===== src/rtl/cvxif_issue_queue_pkg.sv =====
// Shared types and widths for the CV-X-IF issue queue: request/response structs,
// coprocessor instruction patterns and the decoded entry handed to the execute side.
package cvxif_issue_queue_pkg;

  localparam int unsigned MaxRgprPorts = 3;
  localparam int unsigned RdW          = 5;
  localparam int unsigned ImmW         = 7;
  localparam int unsigned F2W          = 2;

  typedef logic [3:0]                    copro_opcode_t;
  typedef logic [1:0]                    copro_hartid_t;
  typedef logic [3:0]                    copro_id_t;
  typedef logic [MaxRgprPorts-1:0][31:0] copro_registers_t;

  typedef struct packed {
    logic                    accept;
    logic                    writeback;
    logic [MaxRgprPorts-1:0] register_read;
  } copro_resp_t;

  typedef struct packed {
    logic [31:0]   instr;
    copro_hartid_t hartid;
    copro_id_t     id;
  } copro_issue_req_t;

  typedef struct packed {
    logic [MaxRgprPorts-1:0] rs_valid;
    copro_registers_t        rs;
  } copro_register_t;

  typedef struct packed {
    logic [31:0]   instr;
    logic [31:0]   mask;
    copro_resp_t   resp;
    copro_opcode_t opcode;
  } copro_instr_t;

  typedef struct packed {
    copro_opcode_t    opcode;
    copro_hartid_t    hartid;
    copro_id_t        id;
    logic [RdW-1:0]   rd;
    logic [ImmW-1:0]  imm;
    logic [F2W-1:0]   f2;
    copro_registers_t registers;
  } dec_entry_t;

endpackage


===== src/rtl/cvxif_dec_fifo.sv =====
// Circular buffer of decoded entries. Flush wins over push/pop; a full buffer
// refuses pushes even when a pop happens in the same cycle. Storage is not reset.
module cvxif_dec_fifo #(
  parameter int unsigned Depth   = 4,
  parameter type         entry_t = logic
) (
  input  logic                     clk_i,
  input  logic                     rst_ni,
  input  logic                     flush_i,
  input  logic                     push_i,
  input  entry_t                   data_i,
  input  logic                     pop_i,
  output entry_t                   data_o,
  output logic                     full_o,
  output logic                     empty_o,
  output logic [$clog2(Depth):0]   usage_o
);

  localparam int unsigned PtrW = $clog2(Depth);

  entry_t            mem [Depth];
  logic [PtrW-1:0]   wr_ptr, rd_ptr;
  logic [PtrW:0]     cnt;
  logic              do_push, do_pop;

  assign full_o  = (cnt == (PtrW+1)'(Depth));
  assign empty_o = (cnt == '0);
  assign usage_o = cnt;
  assign data_o  = mem[rd_ptr];

  assign do_push = push_i & ~full_o & ~flush_i;
  assign do_pop  = pop_i & ~empty_o & ~flush_i;

  always_ff @(posedge clk_i or negedge rst_ni) begin
    if (!rst_ni) begin
      wr_ptr <= '0;
      rd_ptr <= '0;
      cnt    <= '0;
    end else if (flush_i) begin
      wr_ptr <= '0;
      rd_ptr <= '0;
      cnt    <= '0;
    end else begin
      if (do_push) wr_ptr <= wr_ptr + 1'b1;
      if (do_pop)  rd_ptr <= rd_ptr + 1'b1;
      cnt <= cnt + {{PtrW{1'b0}}, do_push} - {{PtrW{1'b0}}, do_pop};
    end
  end

  always_ff @(posedge clk_i) begin
    if (do_push) mem[wr_ptr] <= data_i;
  end

endmodule


===== src/rtl/cvxif_issue_queue.sv =====
// CV-X-IF issue front end: matches offloaded instructions against fixed patterns and
// queues decoded entries. Define CVXIF_ISSUE_QUEUE_STATS_EN for accept/reject counters.
module cvxif_issue_queue
  import cvxif_issue_queue_pkg::*;
#(
  parameter int unsigned  NbInstr     = 1,
  parameter copro_instr_t CoproInstr [NbInstr] = '{default: '0},
  parameter int unsigned  NrRgprPorts = 2,
  parameter int unsigned  Depth       = 4,
  parameter type copro_issue_resp_t   = copro_resp_t,
  parameter type opcode_t             = copro_opcode_t,
  parameter type hartid_t             = copro_hartid_t,
  parameter type id_t                 = copro_id_t,
  parameter type x_issue_req_t        = copro_issue_req_t,
  parameter type x_issue_resp_t       = copro_resp_t,
  parameter type x_register_t         = copro_register_t,
  parameter type registers_t          = copro_registers_t
) (
  input  logic                   clk_i,
  input  logic                   rst_ni,
  input  logic                   flush_i,
  input  logic                   issue_valid_i,
  input  x_issue_req_t           issue_req_i,
  output logic                   issue_ready_o,
  output x_issue_resp_t          issue_resp_o,
  input  logic                   register_valid_i,
  input  x_register_t            register_i,
  output logic                   dec_valid_o,
  input  logic                   dec_ready_i,
  output dec_entry_t             dec_o,
`ifdef CVXIF_ISSUE_QUEUE_STATS_EN
  output logic [31:0]            accept_cnt_o,
  output logic [31:0]            reject_cnt_o,
`endif
  output logic [$clog2(Depth):0] count_o
);

  copro_instr_t            sel;
  copro_issue_resp_t       sel_resp;
  opcode_t                 sel_opcode;
  hartid_t                 hartid;
  id_t                     id;
  registers_t              regs;
  dec_entry_t              entry;
  logic                    match;
  logic [MaxRgprPorts-1:0] rr_eff;
  logic                    regs_ok, full, empty, push, pop;

  // Scan from the top so the lowest matching index is the last one written.
  always_comb begin
    match = 1'b0;
    sel   = '0;
    for (int i = NbInstr - 1; i >= 0; i--) begin
      if ((CoproInstr[i].mask & issue_req_i.instr) == CoproInstr[i].instr) begin
        match = 1'b1;
        sel   = CoproInstr[i];
      end
    end
  end

  assign sel_resp   = sel.resp;
  assign sel_opcode = sel.opcode;
  assign hartid     = issue_req_i.hartid;
  assign id         = issue_req_i.id;

  always_comb begin
    rr_eff = sel_resp.register_read;
    if (NrRgprPorts < MaxRgprPorts) rr_eff[MaxRgprPorts-1] = 1'b0;
  end

  assign regs_ok = (rr_eff == '0) ||
                   (register_valid_i && ((register_i.rs_valid & rr_eff) == rr_eff));

  // Unmatched or non-accepting instructions are always taken, queue state irrelevant.
  assign issue_ready_o = !match || !sel_resp.accept || (regs_ok && !full && !flush_i);
  assign push          = issue_valid_i && issue_ready_o && match && sel_resp.accept;

  always_comb begin
    issue_resp_o = '0;
    if (issue_valid_i && match) issue_resp_o = sel_resp;
  end

  always_comb begin
    regs = '0;
    for (int j = 0; j < MaxRgprPorts; j++) begin
      if (rr_eff[j]) regs[j] = register_i.rs[j];
    end
  end

  always_comb begin
    entry           = '0;
    entry.opcode    = sel_opcode;
    entry.hartid    = hartid;
    entry.id        = id;
    entry.rd        = issue_req_i.instr[11:7];
    entry.imm       = issue_req_i.instr[31:25];
    entry.f2        = issue_req_i.instr[26:25];
    entry.registers = regs;
  end

  assign dec_valid_o = !empty;
  assign pop         = dec_valid_o && dec_ready_i;

  cvxif_dec_fifo #(
    .Depth   (Depth),
    .entry_t (dec_entry_t)
  ) i_fifo (
    .clk_i   (clk_i),
    .rst_ni  (rst_ni),
    .flush_i (flush_i),
    .push_i  (push),
    .data_i  (entry),
    .pop_i   (pop),
    .data_o  (dec_o),
    .full_o  (full),
    .empty_o (empty),
    .usage_o (count_o)
  );

`ifdef CVXIF_ISSUE_QUEUE_STATS_EN
  always_ff @(posedge clk_i or negedge rst_ni) begin
    if (!rst_ni) begin
      accept_cnt_o <= '0;
      reject_cnt_o <= '0;
    end else begin
      if (push && (accept_cnt_o != '1)) accept_cnt_o <= accept_cnt_o + 32'd1;
      if (issue_valid_i && !match && (reject_cnt_o != '1)) reject_cnt_o <= reject_cnt_o + 32'd1;
    end
  end
`endif

endmodule


===== config.mk =====
export PLATFORM = sky130hd
export DESIGN_NAME = cvxif_issue_queue
export DESIGN_NICKNAME = d
export VERILOG_FILES = /design/src/rtl/cvxif_issue_queue_pkg.sv /design/src/rtl/cvxif_dec_fifo.sv /design/src/rtl/cvxif_issue_queue.sv
export SDC_FILE = /design/constraint.sdc
export NUM_CORES = 1
export LEC_CHECK = 0
export BUFFER_PORTS_ARGS = -buffer_cell sky130_fd_sc_hd__buf_2
export CORE_AREA = 10 10 97 99
export DETAILED_ROUTE_END_ITERATION = 8
export DIE_AREA = 0 0 107 109
export PLACE_DENSITY_LB_ADDON = 0.12
export SLEW_MARGIN = 15
export SYNTH_ARGS = -nofsm -noshare
export SYNTH_HDL_FRONTEND = slang
export SYNTH_SLANG_ARGS = --single-unit

===== constraint.sdc =====
create_clock -name clk_i -period 5.18 [get_ports clk_i]
set_clock_uncertainty 0.2 [all_clocks]
set_input_delay 0.518 -clock clk_i [delete_from_list [all_inputs] [get_ports clk_i]]
set_output_delay 0.518 -clock clk_i [all_outputs]
set_load 0.02 [all_outputs]

Yosys cells after proc, flatten, opt, wreduce, memory -nomap -nowiden
Index checks and enable logic that the tools add are counted.

Reductions and logical operators: 3. Mux-type cells: 1. $add $sub $neg: 1. Bitwise operators: 4.

Operator list (count): $logic_not A3 Y1 (1); $mux W3 (1); $sub A3 B1 Y3 (1); $and A1 B1 Y1 (2); $not A1 Y1 (2); $logic_and A1 B1 Y1 (1); $logic_not A1 Y1 (1).

Register bits after elaboration: 3. Input port bits: 143. Output and inout bits: 130.

Depth between registers and ports, before layout
Depth in word-level cells: 7. Mapped depth: 6. Depth with buffers taken out: 6.

By module
A second synthesis with hierarchy kept.

Cell total of the unflattened synthesis: 684. Area total of the unflattened synthesis: 17914.7 um2.

Modules (own cells, without submodules): cvxif_dec_fifo (cells each 674, times used 1, area each 17852.1 um2, sequential area each 14589.0 um2); cvxif_issue_queue (cells each 10, times used 1, area each 62.6 um2, sequential area each 0.0 um2).

Worst setup path before layout
OpenSTA, ideal clock, no wires.

Kind: register -> register. From: reg i_fifo.cnt[1] (netlist: i_fifo.usage_o[1]). To: reg i_fifo.cnt[2] (netlist: i_fifo.usage_o[2]). Setup slack: 3.237 ns. Cell stages (with the launch flop): 7. Data arrival time: 1.624 ns. Path buffers: 0. Cell sequence: dfrtp_1 or3_4 and3b_1 ha_1 ha_1 xnor2_1 nor2_1.

Word-level cells in the longest chain between the ends: 7. Elaborated cells between the ends (all ways): 8. Those cells by class: 1 x add/sub; 1 x mux; 3 x bitwise; 3 x reduce/logical.

Ends and longest elaborated chain: from (decl) (line cvxif_dec_fifo.sv:23) `logic [PtrW:0] cnt;`; from (signal assigned) (line cvxif_dec_fifo.sv:46) `cnt <= cnt + {{PtrW{1'b0}}, do_push} - {{PtrW{1'b0}}, do_pop};`; $logic_not A3 Y1 (line cvxif_dec_fifo.sv:27) `assign empty_o = (cnt == '0);`; $logic_not A1 Y1 (line cvxif_issue_queue.sv:101) `assign dec_valid_o = !empty;`; via dec_valid_o (line cvxif_issue_queue.sv:28) `output logic dec_valid_o,`; $logic_and A1 B1 Y1 (line cvxif_issue_queue.sv:102) `assign pop = dec_valid_o && dec_ready_i;`; $and A1 B1 Y1 (2 in a row) (line cvxif_dec_fifo.sv:32) `assign do_pop = pop_i & ~empty_o & ~flush_i;`; $sub A3 B1 Y3 (line cvxif_dec_fifo.sv:46); $mux W3 (line cvxif_dec_fifo.sv:39) `end else if (flush_i) begin`.

The timed path passes the listed nets, and every way through them passes these cells.

Worst setup path after layout
From: reg i_fifo.cnt[1] (netlist: i_fifo.usage_o[1]). To: out dec_valid_o.

Word-level cells in the longest chain between the ends: 2.

Ends and longest elaborated chain (line): $logic_not A3 Y1 (cvxif_dec_fifo.sv:27); $logic_not A1 Y1 (cvxif_issue_queue.sv:101); to (decl) (cvxif_issue_queue.sv:28).

Every way passes these cells.

==> metrics.txt <==
WL/cell around 8 µm; H-tree levels 1; critical path class reg2out; Final #Nets just under 300; maximum vdd drop around 110 µV; drt via density 1.79; delay of the slowest cell on the worst path about 0.4 ns; RSZ-0062 raised after global routing false; drt first pass iters 2; outcome finished clean; Gate Count Post-Synth 141; Initial Util between 10 and 15%; Worst Path Max Fanout 3; Max Clk Rate 0.534 GHz; post-route setup TNS 0 ns; Tot GR Track Use 2.85%; EDFF count, synth 0; pwr dens about 210 nW/µm²; largest net degree at the start of global routing 5; pre-CTS setup slack between 3 and 4 ns; vias around 450; Critical Path RT between 4 and 5 ns; Root Buffer clkbuf_8; mapped cell area around 1100 µm²; max-slew violations 0; initial antenna violation count 0; Placed Cells approximately 250; Setup Fix Bufs, Post-CTS 0; number of flip-flops in the largest register 3; IO Pins 273; Final Instance Area 838 µm²; clock buffer depth 2; Final Power between 150 and 200 µW; synthesis warning total 0; Num Clock Sinks 3; crit path time final about 1.9 ns; kind of cell adding the most delay to the critical path flip-flops; DIE HEIGHT 109 µm; CTS tree done; most common cell in the netlist buf_4; share of the synthesized area in the top cell type 85.9%; worst skew pair latency between 0.2 and 0.25 ns; drt total wl 2.02 mm; leading post-synthesis cells by instance count buf_4 (126), dfrtp_1 (3), nor2_1 (3); Final GP Congestion between 0.6 and 0.7; worst-path cell chain or3_4 > buf_2; # DRC 0; Die ar. around 12000 µm²; maxcap violations 0; synth unique cells 9; worst hold slack ~0.31 ns; first-pass GRT wire length approximately 2.8 mm; primary flip-flop cell chosen by synthesis mapping dfrtp_1; share of cells above drive strength 1 between 7 and 8%; register area share after synthesis a little under 7%; Worst Path Buf+Inv 1; final setup violation count 0; Startpoint Class flop; DP Wirelength between 1.5 and 2 mm; CORE AREA about 7500 µm²; CP max-delay cell dfrtp_1; Synth area leader buf_4; Overflow after GRT 0; Cell Count, Final, Fillers Out about 250; clock transition at the registers of the reported paths ~0.030 ns; Die Width 107 µm; vias in the first global route between 500 and 600; endpoint type of the worst setup path output pin; diode count 0; Final Cycle Share between 30% and 40%; site row count 32; async set-reset flop share out of synthesis 100%; Port Buffer Count 7; final critical-path setup slack 3.31 ns; post-layout utilization of the core between 10% and 20%; final hold vios 0; #FFs+latches synth 3; Area growth, synth to finish -23.9%; Syn Area/Cell around 7.8 µm²; Post-DP Area between 700 and 800 µm²; initial DRC count 10; Routed Antenna Nets 0; ranking of synthesized cells by area buf_4 (86%), dfrtp_1 (6.8%), ha_1 (2.3%); HP Class in2reg; Lkg Pwr 0.544 nW; Inserted Clock Buffers 3; crit path DAT about 1.2 ns
kinds of logic (layout without fill, tap and decap cells):
family                   after synthesis  after routing  synth area share, %
buffers and inverters                128             14                 86.6
other                                  2            126                0.682
AND/OR/NAND/NOR                        5              5                 2.84
flip-flops                             3              3                 6.82
adder cells (fa/ha/maj)                2              2                 2.27
XOR/XNOR                               1              1                0.796
area by class of cell:
| class | instances | area [µm²] |
|---|---|---|
| Clock buffer | 4 | 45.0 |
| Fill cell | 908 | 6690 |
| Inverter | 2 | 7.51 |
| Multi-Input combinational cell | 134 | 538 |
| Sequential cell | 3 | 75.1 |
| Tap cell | 102 | 128 |
| Timing Repair Buffer | 8 | 45.0 |
timing repair:
action,CTS,global route
endpoints found under the setup margin,0,0
hold buffers,1,0
hold endpoints to repair,3,0
gates resized for setup,0,0
where the power goes:
part | switching (mW) | internal (mW)
sequential | 0.0000207 | 0.0236
combinational | 0.0857 | 0.00145
clock | 0.0147 | 0.0524
path summary, 6_finish.rpt:
path	startpoint	to	slack, ns	cells past startpoint
setup / recovery	i_fifo.usage_o[1]	dec_valid_o	3.31	2
hold / removal	flush_i	i_fifo.usage_o[0]	0.31	2
setup reg to reg	i_fifo.usage_o[1]	i_fifo.usage_o[2]	3.33	6
hold reg to reg	i_fifo.usage_o[2]	i_fifo.usage_o[2]	0.40	2
max in group asynchronous	rst_ni	i_fifo.usage_o[1]	4.24	2
min in group asynchronous	rst_ni	i_fifo.usage_o[0]	0.44	2
metal layers:
| metal | global-route usage (%) | part of all wire [%] |
|---|---|---|
| met1 | 1.91 | 26 |
| met2 | 4.74 | 49 |
| met3 | 3.89 | 25 |
| met4 | 0.290 | 0 |
| met5 | 0 | 0 |
layout by cell type (no fill, tap or decap):
cell type	count
clkbuf_8	3
or3_4	1
conb_1	126
xnor2_1	1
inv_1	2
dlygate4sd3_1	1
clkbuf_1	1
ha_1	2
buf_2	7
nor2_1	3
and3b_1	1
dfrtp_1	3
worst reg2reg max path: cells and delay by family (launching register included):
kind / cells / cell delay, ns
adders and majority gates: 2 / 0.37
and+or+nand+nor: 3 / 0.63
xor gates and xnor gates: 1 / 0.15
DFF: 1 / 0.39
No activity file was read; power rests on OpenSTA's default activity.
